### src/rtl/vga_pkg.sv
// Shared VGA raster definitions: default 800x600@72 timing, derived totals,
// sync windows, the packed RGB triple and a small window-test helper.
package vga_pkg;

   localparam int unsigned VGA_H_VISIBLE = 800;
   localparam int unsigned VGA_H_FRONT   = 56;
   localparam int unsigned VGA_H_SYNC    = 120;
   localparam int unsigned VGA_H_BACK    = 64;
   localparam int unsigned VGA_V_VISIBLE = 600;
   localparam int unsigned VGA_V_FRONT   = 37;
   localparam int unsigned VGA_V_SYNC    = 6;
   localparam int unsigned VGA_V_BACK    = 23;
   localparam logic        VGA_SYNC_POL  = 1'b1;
   localparam int unsigned VGA_PIX_DIV   = 1;

   localparam int unsigned VGA_H_TOTAL =
      VGA_H_VISIBLE + VGA_H_FRONT + VGA_H_SYNC + VGA_H_BACK;
   localparam int unsigned VGA_V_TOTAL =
      VGA_V_VISIBLE + VGA_V_FRONT + VGA_V_SYNC + VGA_V_BACK;

   localparam int unsigned VGA_H_SYNC_START = VGA_H_VISIBLE + VGA_H_FRONT;
   localparam int unsigned VGA_H_SYNC_END   = VGA_H_SYNC_START + VGA_H_SYNC;
   localparam int unsigned VGA_V_SYNC_START = VGA_V_VISIBLE + VGA_V_FRONT;
   localparam int unsigned VGA_V_SYNC_END   = VGA_V_SYNC_START + VGA_V_SYNC;

   // 12-bit colour as produced by the console and driven to the VGA pins.
   typedef struct packed {
      logic [3:0] red;
      logic [3:0] green;
      logic [3:0] blue;
   } vga_rgb_t;

   // True when cnt lies in the half-open window [lo, hi). 12 bits so that a
   // window ending exactly at 2048 still compares correctly.
   function automatic logic in_span(input logic [11:0] cnt,
                                    input logic [11:0] lo,
                                    input logic [11:0] hi);
      return (cnt >= lo) && (cnt < hi);
   endfunction

endpackage

### src/rtl/vga_pix_div.sv
// Pixel-rate divider: counts 0..PIX_DIV-1 and strobes pix_tick on the last
// count. The strobe is gated by reset so it drops as soon as reset asserts.
module vga_pix_div #(
   parameter int unsigned PIX_DIV = 1
) (
   input  logic clk,
   input  logic rst,
   output logic pix_tick
);

   localparam int unsigned DW = (PIX_DIV > 1) ? $clog2(PIX_DIV) : 1;
   localparam logic [DW-1:0] DIV_LAST = DW'(PIX_DIV - 1);

   logic [DW-1:0] div;

   // Free-running modulo-PIX_DIV counter.
   always_ff @(posedge clk or posedge rst) begin
      if (rst) begin
         div <= '0;
      end else if (div == DIV_LAST) begin
         div <= '0;
      end else begin
         div <= div + 1'b1;
      end
   end

   assign pix_tick = ~rst & (div == DIV_LAST);

endmodule

### src/rtl/vga_timing_gen.sv
// VGA raster generator: pixel counters, registered coordinates/display
// enable/frame pulse (stage 1), and blanked RGB plus syncs aligned one pixel
// later (stage 2).
module vga_timing_gen
   import vga_pkg::*;
#(
   parameter int unsigned H_VISIBLE = VGA_H_VISIBLE,
   parameter int unsigned H_FRONT   = VGA_H_FRONT,
   parameter int unsigned H_SYNC    = VGA_H_SYNC,
   parameter int unsigned H_BACK    = VGA_H_BACK,
   parameter int unsigned V_VISIBLE = VGA_V_VISIBLE,
   parameter int unsigned V_FRONT   = VGA_V_FRONT,
   parameter int unsigned V_SYNC    = VGA_V_SYNC,
   parameter int unsigned V_BACK    = VGA_V_BACK,
   parameter logic        SYNC_POL  = VGA_SYNC_POL,
   parameter int unsigned PIX_DIV   = VGA_PIX_DIV
) (
   input  logic        clk,
   input  logic        arst,
   input  logic [3:0]  i_red,
   input  logic [3:0]  i_green,
   input  logic [3:0]  i_blue,
   output logic        o_pix_tick,
   output logic [10:0] o_h_coord,
   output logic [9:0]  o_v_coord,
   output logic        o_disp_enbl,
   output logic        o_frame_start,
   output logic        o_hsync,
   output logic        o_vsync,
   output logic [3:0]  o_vga_r,
   output logic [3:0]  o_vga_g,
   output logic [3:0]  o_vga_b
);

   localparam int unsigned H_TOTAL = H_VISIBLE + H_FRONT + H_SYNC + H_BACK;
   localparam int unsigned V_TOTAL = V_VISIBLE + V_FRONT + V_SYNC + V_BACK;

   localparam logic [11:0] H_VIS_W    = 12'(H_VISIBLE);
   localparam logic [11:0] V_VIS_W    = 12'(V_VISIBLE);
   localparam logic [11:0] HS_START_W = 12'(H_VISIBLE + H_FRONT);
   localparam logic [11:0] HS_END_W   = 12'(H_VISIBLE + H_FRONT + H_SYNC);
   localparam logic [11:0] VS_START_W = 12'(V_VISIBLE + V_FRONT);
   localparam logic [11:0] VS_END_W   = 12'(V_VISIBLE + V_FRONT + V_SYNC);
   localparam logic [10:0] H_LAST     = 11'(H_TOTAL - 1);
   localparam logic [9:0]  V_LAST     = 10'(V_TOTAL - 1);

   if (H_TOTAL > 2048) begin : g_chk_h_total
      $error("vga_timing_gen: H_TOTAL exceeds 2048");
   end
   if (V_TOTAL > 1024) begin : g_chk_v_total
      $error("vga_timing_gen: V_TOTAL exceeds 1024");
   end
   if (PIX_DIV < 1) begin : g_chk_pix_div
      $error("vga_timing_gen: PIX_DIV must be at least 1");
   end

   logic [1:0]  rst_sync;
   logic        rst;
   logic        pix_tick;
   logic [10:0] h_cnt;
   logic [9:0]  v_cnt;
   logic        hs1;
   logic        vs1;
   logic        frame_start_q;
   vga_rgb_t    rgb_in;
   vga_rgb_t    rgb_q;

   assign rgb_in = '{red: i_red, green: i_green, blue: i_blue};

   // Reset bridge: assert immediately with arst, release on the second clk.
   always_ff @(posedge clk or posedge arst) begin
      if (arst) begin
         rst_sync <= '1;
      end else begin
         rst_sync <= {rst_sync[0], 1'b0};
      end
   end

   assign rst = rst_sync[1];

   vga_pix_div #(
      .PIX_DIV (PIX_DIV)
   ) u_pix_div (
      .clk      (clk),
      .rst      (rst),
      .pix_tick (pix_tick)
   );

   assign o_pix_tick = pix_tick;

   // Raster counters: h wraps each line, v steps on h wrap and wraps each frame.
   always_ff @(posedge clk or posedge rst) begin
      if (rst) begin
         h_cnt <= '0;
         v_cnt <= '0;
      end else if (pix_tick) begin
         if (h_cnt == H_LAST) begin
            h_cnt <= '0;
            if (v_cnt == V_LAST) begin
               v_cnt <= '0;
            end else begin
               v_cnt <= v_cnt + 1'b1;
            end
         end else begin
            h_cnt <= h_cnt + 1'b1;
         end
      end
   end

   // Stage 1: publish the pre-increment counters and decode enable/sync windows.
   always_ff @(posedge clk or posedge rst) begin
      if (rst) begin
         o_h_coord   <= '0;
         o_v_coord   <= '0;
         o_disp_enbl <= 1'b0;
         hs1         <= 1'b0;
         vs1         <= 1'b0;
      end else if (pix_tick) begin
         o_h_coord   <= h_cnt;
         o_v_coord   <= v_cnt;
         o_disp_enbl <= ({1'b0, h_cnt} < H_VIS_W) && ({2'b00, v_cnt} < V_VIS_W);
         hs1         <= in_span({1'b0, h_cnt}, HS_START_W, HS_END_W);
         vs1         <= in_span({2'b00, v_cnt}, VS_START_W, VS_END_W);
      end
   end

   // Frame pulse lasts one clk, covering the cycle in which (0,0) is first shown.
   always_ff @(posedge clk or posedge rst) begin
      if (rst) begin
         frame_start_q <= 1'b0;
      end else begin
         frame_start_q <= pix_tick && (h_cnt == '0) && (v_cnt == '0);
      end
   end

   assign o_frame_start = frame_start_q;

   // Stage 2: blank the console colour and polarise the syncs, one pixel behind.
   always_ff @(posedge clk or posedge rst) begin
      if (rst) begin
         rgb_q   <= '0;
         o_hsync <= ~SYNC_POL;
         o_vsync <= ~SYNC_POL;
      end else if (pix_tick) begin
         rgb_q   <= o_disp_enbl ? rgb_in : '0;
         o_hsync <= hs1 ^ ~SYNC_POL;
         o_vsync <= vs1 ^ ~SYNC_POL;
      end
   end

   assign o_vga_r = rgb_q.red;
   assign o_vga_g = rgb_q.green;
   assign o_vga_b = rgb_q.blue;

endmodule

### config.mk
export PLATFORM = sky130hd
export DESIGN_NAME = vga_timing_gen
export DESIGN_NICKNAME = d
export VERILOG_FILES = /design/src/rtl/vga_pkg.sv /design/src/rtl/vga_pix_div.sv /design/src/rtl/vga_timing_gen.sv
export SDC_FILE = /design/constraint.sdc
export NUM_CORES = 1
export LEC_CHECK = 0
export CORE_MARGIN = 10
export CORE_UTILIZATION = 40
export CTS_CLUSTER_DIAMETER = 150
export DETAILED_ROUTE_END_ITERATION = 12
export DONT_BUFFER_PORTS = 1
export HOLD_SLACK_MARGIN = 0.08
export PLACE_DENSITY = 0.54
export SKIP_CTS_REPAIR_TIMING = 1
export SYNTH_ARGS = -nofsm -noshare
export SYNTH_HDL_FRONTEND = slang
export SYNTH_SLANG_ARGS = --single-unit
### constraint.sdc
create_clock -name clk -period 2 [get_ports clk]
set_input_delay 0.3 -clock clk [delete_from_list [all_inputs] [get_ports clk]]
set_output_delay 0.3 -clock clk [all_outputs]
set_load 0.01 [all_outputs]
==> reports/metrics.csv <==
stage,metric,value,unit
synthesis,synth_top_cell_by_area,sky130_fd_sc_hd__dfrtp_1,
setup_path,crit_type,reg2reg,
final_layout,regArea,1554,sq um
setup_path,crit_arrival,2.21,ns
pwr,p_int,2.104,mW
final_layout,finalNetCount,285,
sta,period_minus_ws_final,1.939,ns
route,drc,0,
final_layout,layout.cell_area.non_filler,3177,sq um
route,route.detailed.vias_per_inst,5.334,
setup_path,slowest_delay,0.54,ns
final_layout,antenna-diode-count,0,
setup_path,startpoint,rst_sync[1]$_DFF_PP1_,
route,drt_pre_antenna_iters,4,
synthesis,asyncSetResetFlopFracSynth,1.000,
synthesis,synthMostInstantiatedCell,sky130_fd_sc_hd__dfrtp_1,
setup_path,cp_slowest_cell,sky130_fd_sc_hd__or4_4,
synthesis,synth-edff-count,0,
floorplanning,fp.coreArea,6459,sq um
placed_design,routabilityCongestion,0.8817,
hold_path,worstHoldPathType,in2reg,
synthesis,synth.net_count,256,
synthesis,yosysWarnings,0,
setup_path,regToRegEndpoint,v_cnt[6]$_DFFE_PP0P_,
synthesis,synth_sequential_area_ratio,0.5753,
sta,timing_hold_violations_final,0,
placed_design,instance_area_after_placement,2913,sq um
grt,via_count_of_the_first_global_routing_pass,1766,
setup_path,worstPathRequired,2.27,ns
floorplanning,start_util,0.4182,
clock_tree,clock_slew_seen_by_the_registers_of_the_worst_setup_and_hold_paths,0.08,ns
clock_tree,cts_tree,yes,
clock_tree,tritoncts.num_buffers,9,
clock_tree,clock_latency,0.34,ns
sta,final_min_period_over_clock_period,0.9697,
sta,timing.clock.skew,0.01030,ns
pwr,swShare,0.3012,
clock_tree,cts_max_level,3,
final_layout,nFillCells,595,
synthesis,count_of_mapped_cells_out_of_synthesis,236,
sta,timing.max_slew.rel_slack,0.4950,
route,routed_wire_length_per_instance,17.63,um
clock_tree,cts_root_buffer,sky130_fd_sc_hd__clkbuf_8,
pwr,total_leakage_power,1.454,nW
synthesis,ys_ff_latch,62,
synthesis,synth_top_area_share,0.5558,
clock_tree,cts.sinks,62,
grt,grt_antenna_before_repair,0,
route,dr_total_vias,1851,
sta,report.final.setup_viol,0,
synthesis,leading_cell_types_by_total_area_after_synthesis,"sky130_fd_sc_hd__dfrtp_1 (56%), sky130_fd_sc_hd__mux2_2 (6.3%), sky130_fd_sc_hd__a22o_1 (4.5%)",
clock_tree,max-clock-path-buffers,2,
pwr,pwr-share-seq,0.520,
sta,maxClockFrequency,515.6,MHz
route,antenna_left,0,
final_layout,drive_above_1_share,0.2407,
grt,grt_overflow,0,
pwr,p_sw,907.3,uW
pwr,share_comb_of_total_power,0.158,
pwr,clock_power_share,0.322,
floorplanning,die_width,102.2,um
grt,first_pass_grt_wire_length,9404,um
floorplanning,floorplan.die_area,10440,sq um
hold_path,hold_path_end,o_vga_g[1]$_DFFE_PP0N_,
pwr,power.density_cell_area,948.0,nW/um^2
floorplanning,row_count,29,
final_layout,areaGrowthSynthToFinish,17.60,%
pwr,ir_drop,378.9,uV
setup_path,worst-r2r-cell-count,5,
route,first_iter_violations,161,
setup_path,critPathMaxFanout,7,
final_layout,postLayoutCoreUtil,0.4919,
synthesis,synth_flop_cell,sky130_fd_sc_hd__dfrtp_1,
sta,worst_tran_pin_value,0.7559,ns
sta,drv_slew,0,
final_layout,multi_input_area,1067,sq um
synthesis,syn_area_per_cell,11.45,sq um
pwr,fin_total_pwr,3.012,mW
synthesis,synthTopCellsByCount,"sky130_fd_sc_hd__dfrtp_1 (60), sky130_fd_sc_hd__nand2_1 (23), sky130_fd_sc_hd__o21ai_0 (16)",
floorplanning,die_h,102.2,um
route,route.final.wire_length,6116,um
hold_path,worstHoldPathCells,1,
placed_design,dp_hpwl,4245,um
setup_path,startpoint_type,flop,
synthesis,synthDistinctLibCells,39,
setup_path,reg2reg_slack,0.06,ns
placed_design,input_output_buffers,0,
hold_path,hold_path_startpoint,i_green[1],
setup_path,crit_path_end_kind,flop,
setup_path,worst_r2r_startpoint,rst_sync[1]$_DFF_PP1_,
synthesis,mappedNetlistArea,2701,sq um
floorplanning,io_pins,52,
run,drv.max_cap_violation_count,0,
grt,grt_max_degree,56,
sta,grt_setup_unrepaired,false,
sta,finalSetupTns,0,ns
setup_path,crit_path_cell_trace,or4_4 > or3_4 > buf_2 > nor3_4 > xnor2_1,
status,result_of_the_run,"finished, final reports clean",
grt,gr-usage-all-layers,0.1169,
## registers in the layout, summed over array words and instances, names as in the netlist
| name | cells |
|---|---|
| o_h_coord | 11 |
| o_frame_start | 1 |
| o_v_coord | 10 |
| rst_sync | 2 |
| vs1 | 1 |
| hs1 | 1 |
| o_hsync | 1 |
| o_vga_r | 4 |
| o_disp_enbl | 1 |
| o_vga_b | 4 |
| h_cnt | 11 |
| o_vsync | 1 |
| o_vga_g | 4 |
| v_cnt | 10 |
## stage by stage
step | std cells | hold slack, ns | setup slack, ns
2_1_floorplan | 236 | 0.2115 | -0.02596
3_3_place_gp | 323 | 0.2280 | 0.07772
3_5_place_dp | 323 | 0.2218 | 0.04969
4_1_cts | 339 | -0.1400 | 0.03466
5_1_grt | 347 | 0.08075 | 0.01028
6_report | 347 | 0.09604 | 0.06063
## power by group through the flow
stage	Clock, mW	Sequential, mW	Combinational [mW]
4_1_cts	0.995	1.57	0.472
2_1_floorplan	0	1.56	0.314
3_3_place_gp	0	1.59	0.464
6_report	0.970	1.57	0.477
3_5_place_dp	0	1.59	0.466
5_1_grt	1.06	1.59	0.540
## routing by layer
metal / global-route usage / vias to the layer above / routed length (um)
met2: 0.1605 / 66 / 2607
met1: 0.1528 / 883 / 2845
met5: 0 / - / 0
met4: 0.05531 / 0 / 76
li1: - / 894 / -
met3: 0.05263 / 8 / 586
## layout by cell type (no fill, tap or decap), types with 3 or more instances in the layout
cell type and instances:
sky130_fd_sc_hd__ha_1 6, sky130_fd_sc_hd__nor4_1 3, sky130_fd_sc_hd__nand4_1 4, sky130_fd_sc_hd__nand2b_1 3
sky130_fd_sc_hd__clkbuf_8 10, sky130_fd_sc_hd__or3_1 6, sky130_fd_sc_hd__xor2_1 5, sky130_fd_sc_hd__inv_1 10
sky130_fd_sc_hd__nand2_1 23, sky130_fd_sc_hd__xnor2_1 5, sky130_fd_sc_hd__clkinvlp_4 4, sky130_fd_sc_hd__dfrtp_1 60
sky130_fd_sc_hd__nand3_1 6, sky130_fd_sc_hd__a21o_1 3, sky130_fd_sc_hd__a21oi_1 9, sky130_fd_sc_hd__dlygate4sd3_1 5
sky130_fd_sc_hd__mux2_2 15, sky130_fd_sc_hd__o21ai_0 16, sky130_fd_sc_hd__clkinv_2 3, sky130_fd_sc_hd__nor2_1 7
sky130_fd_sc_hd__buf_4 23, sky130_fd_sc_hd__mux2i_1 3, sky130_fd_sc_hd__a22o_1 14
## how the worst max path moves through the flow
stage                           end
2_1_floorplan  h_cnt[2]$_DFFE_PP0N_
3_3_place_gp   v_cnt[8]$_DFFE_PP0P_
3_5_place_dp   v_cnt[8]$_DFFE_PP0P_
4_1_cts        v_cnt[8]$_DFFE_PP0P_
5_1_grt        v_cnt[6]$_DFFE_PP0P_
6_report       v_cnt[6]$_DFFE_PP0P_
## cells by family (layout without fill, tap and decap cells)
logic type | Yosys count | count (layout) | synth area share
AND/OR/NAND/NOR | 71 | 71 | 0.1450
flip-flops | 62 | 62 | 0.5753
AO/OA/AOI/OAI | 45 | 45 | 0.1093
buffers and inverters | 23 | 57 | 0.03520
multiplexers | 18 | 18 | 0.07364
XOR/XNOR | 10 | 10 | 0.03242
adder cells (fa/ha/maj) | 6 | 6 | 0.02779
other | 1 | 1 | 0.001388
## area by class of cell
type	instances	area share
Sequential cell	62	0.4892
Multi-Input combinational cell	151	0.3360
Timing Repair Buffer	30	0.07523
Clock buffer	10	0.04332
Tap cell	77	0.03033
Inverter	11	0.01418
Clock inverter	6	0.01182
## critical path: cells and delay by family, from the launching register on
kind	cells	cell delay [ns]
flip-flops	1	0.38
buffers and inverters	1	0.19
AND/OR/NAND/NOR	3	1.19
XOR/XNOR	1	0.13
(Power assumes the default switching activity.)
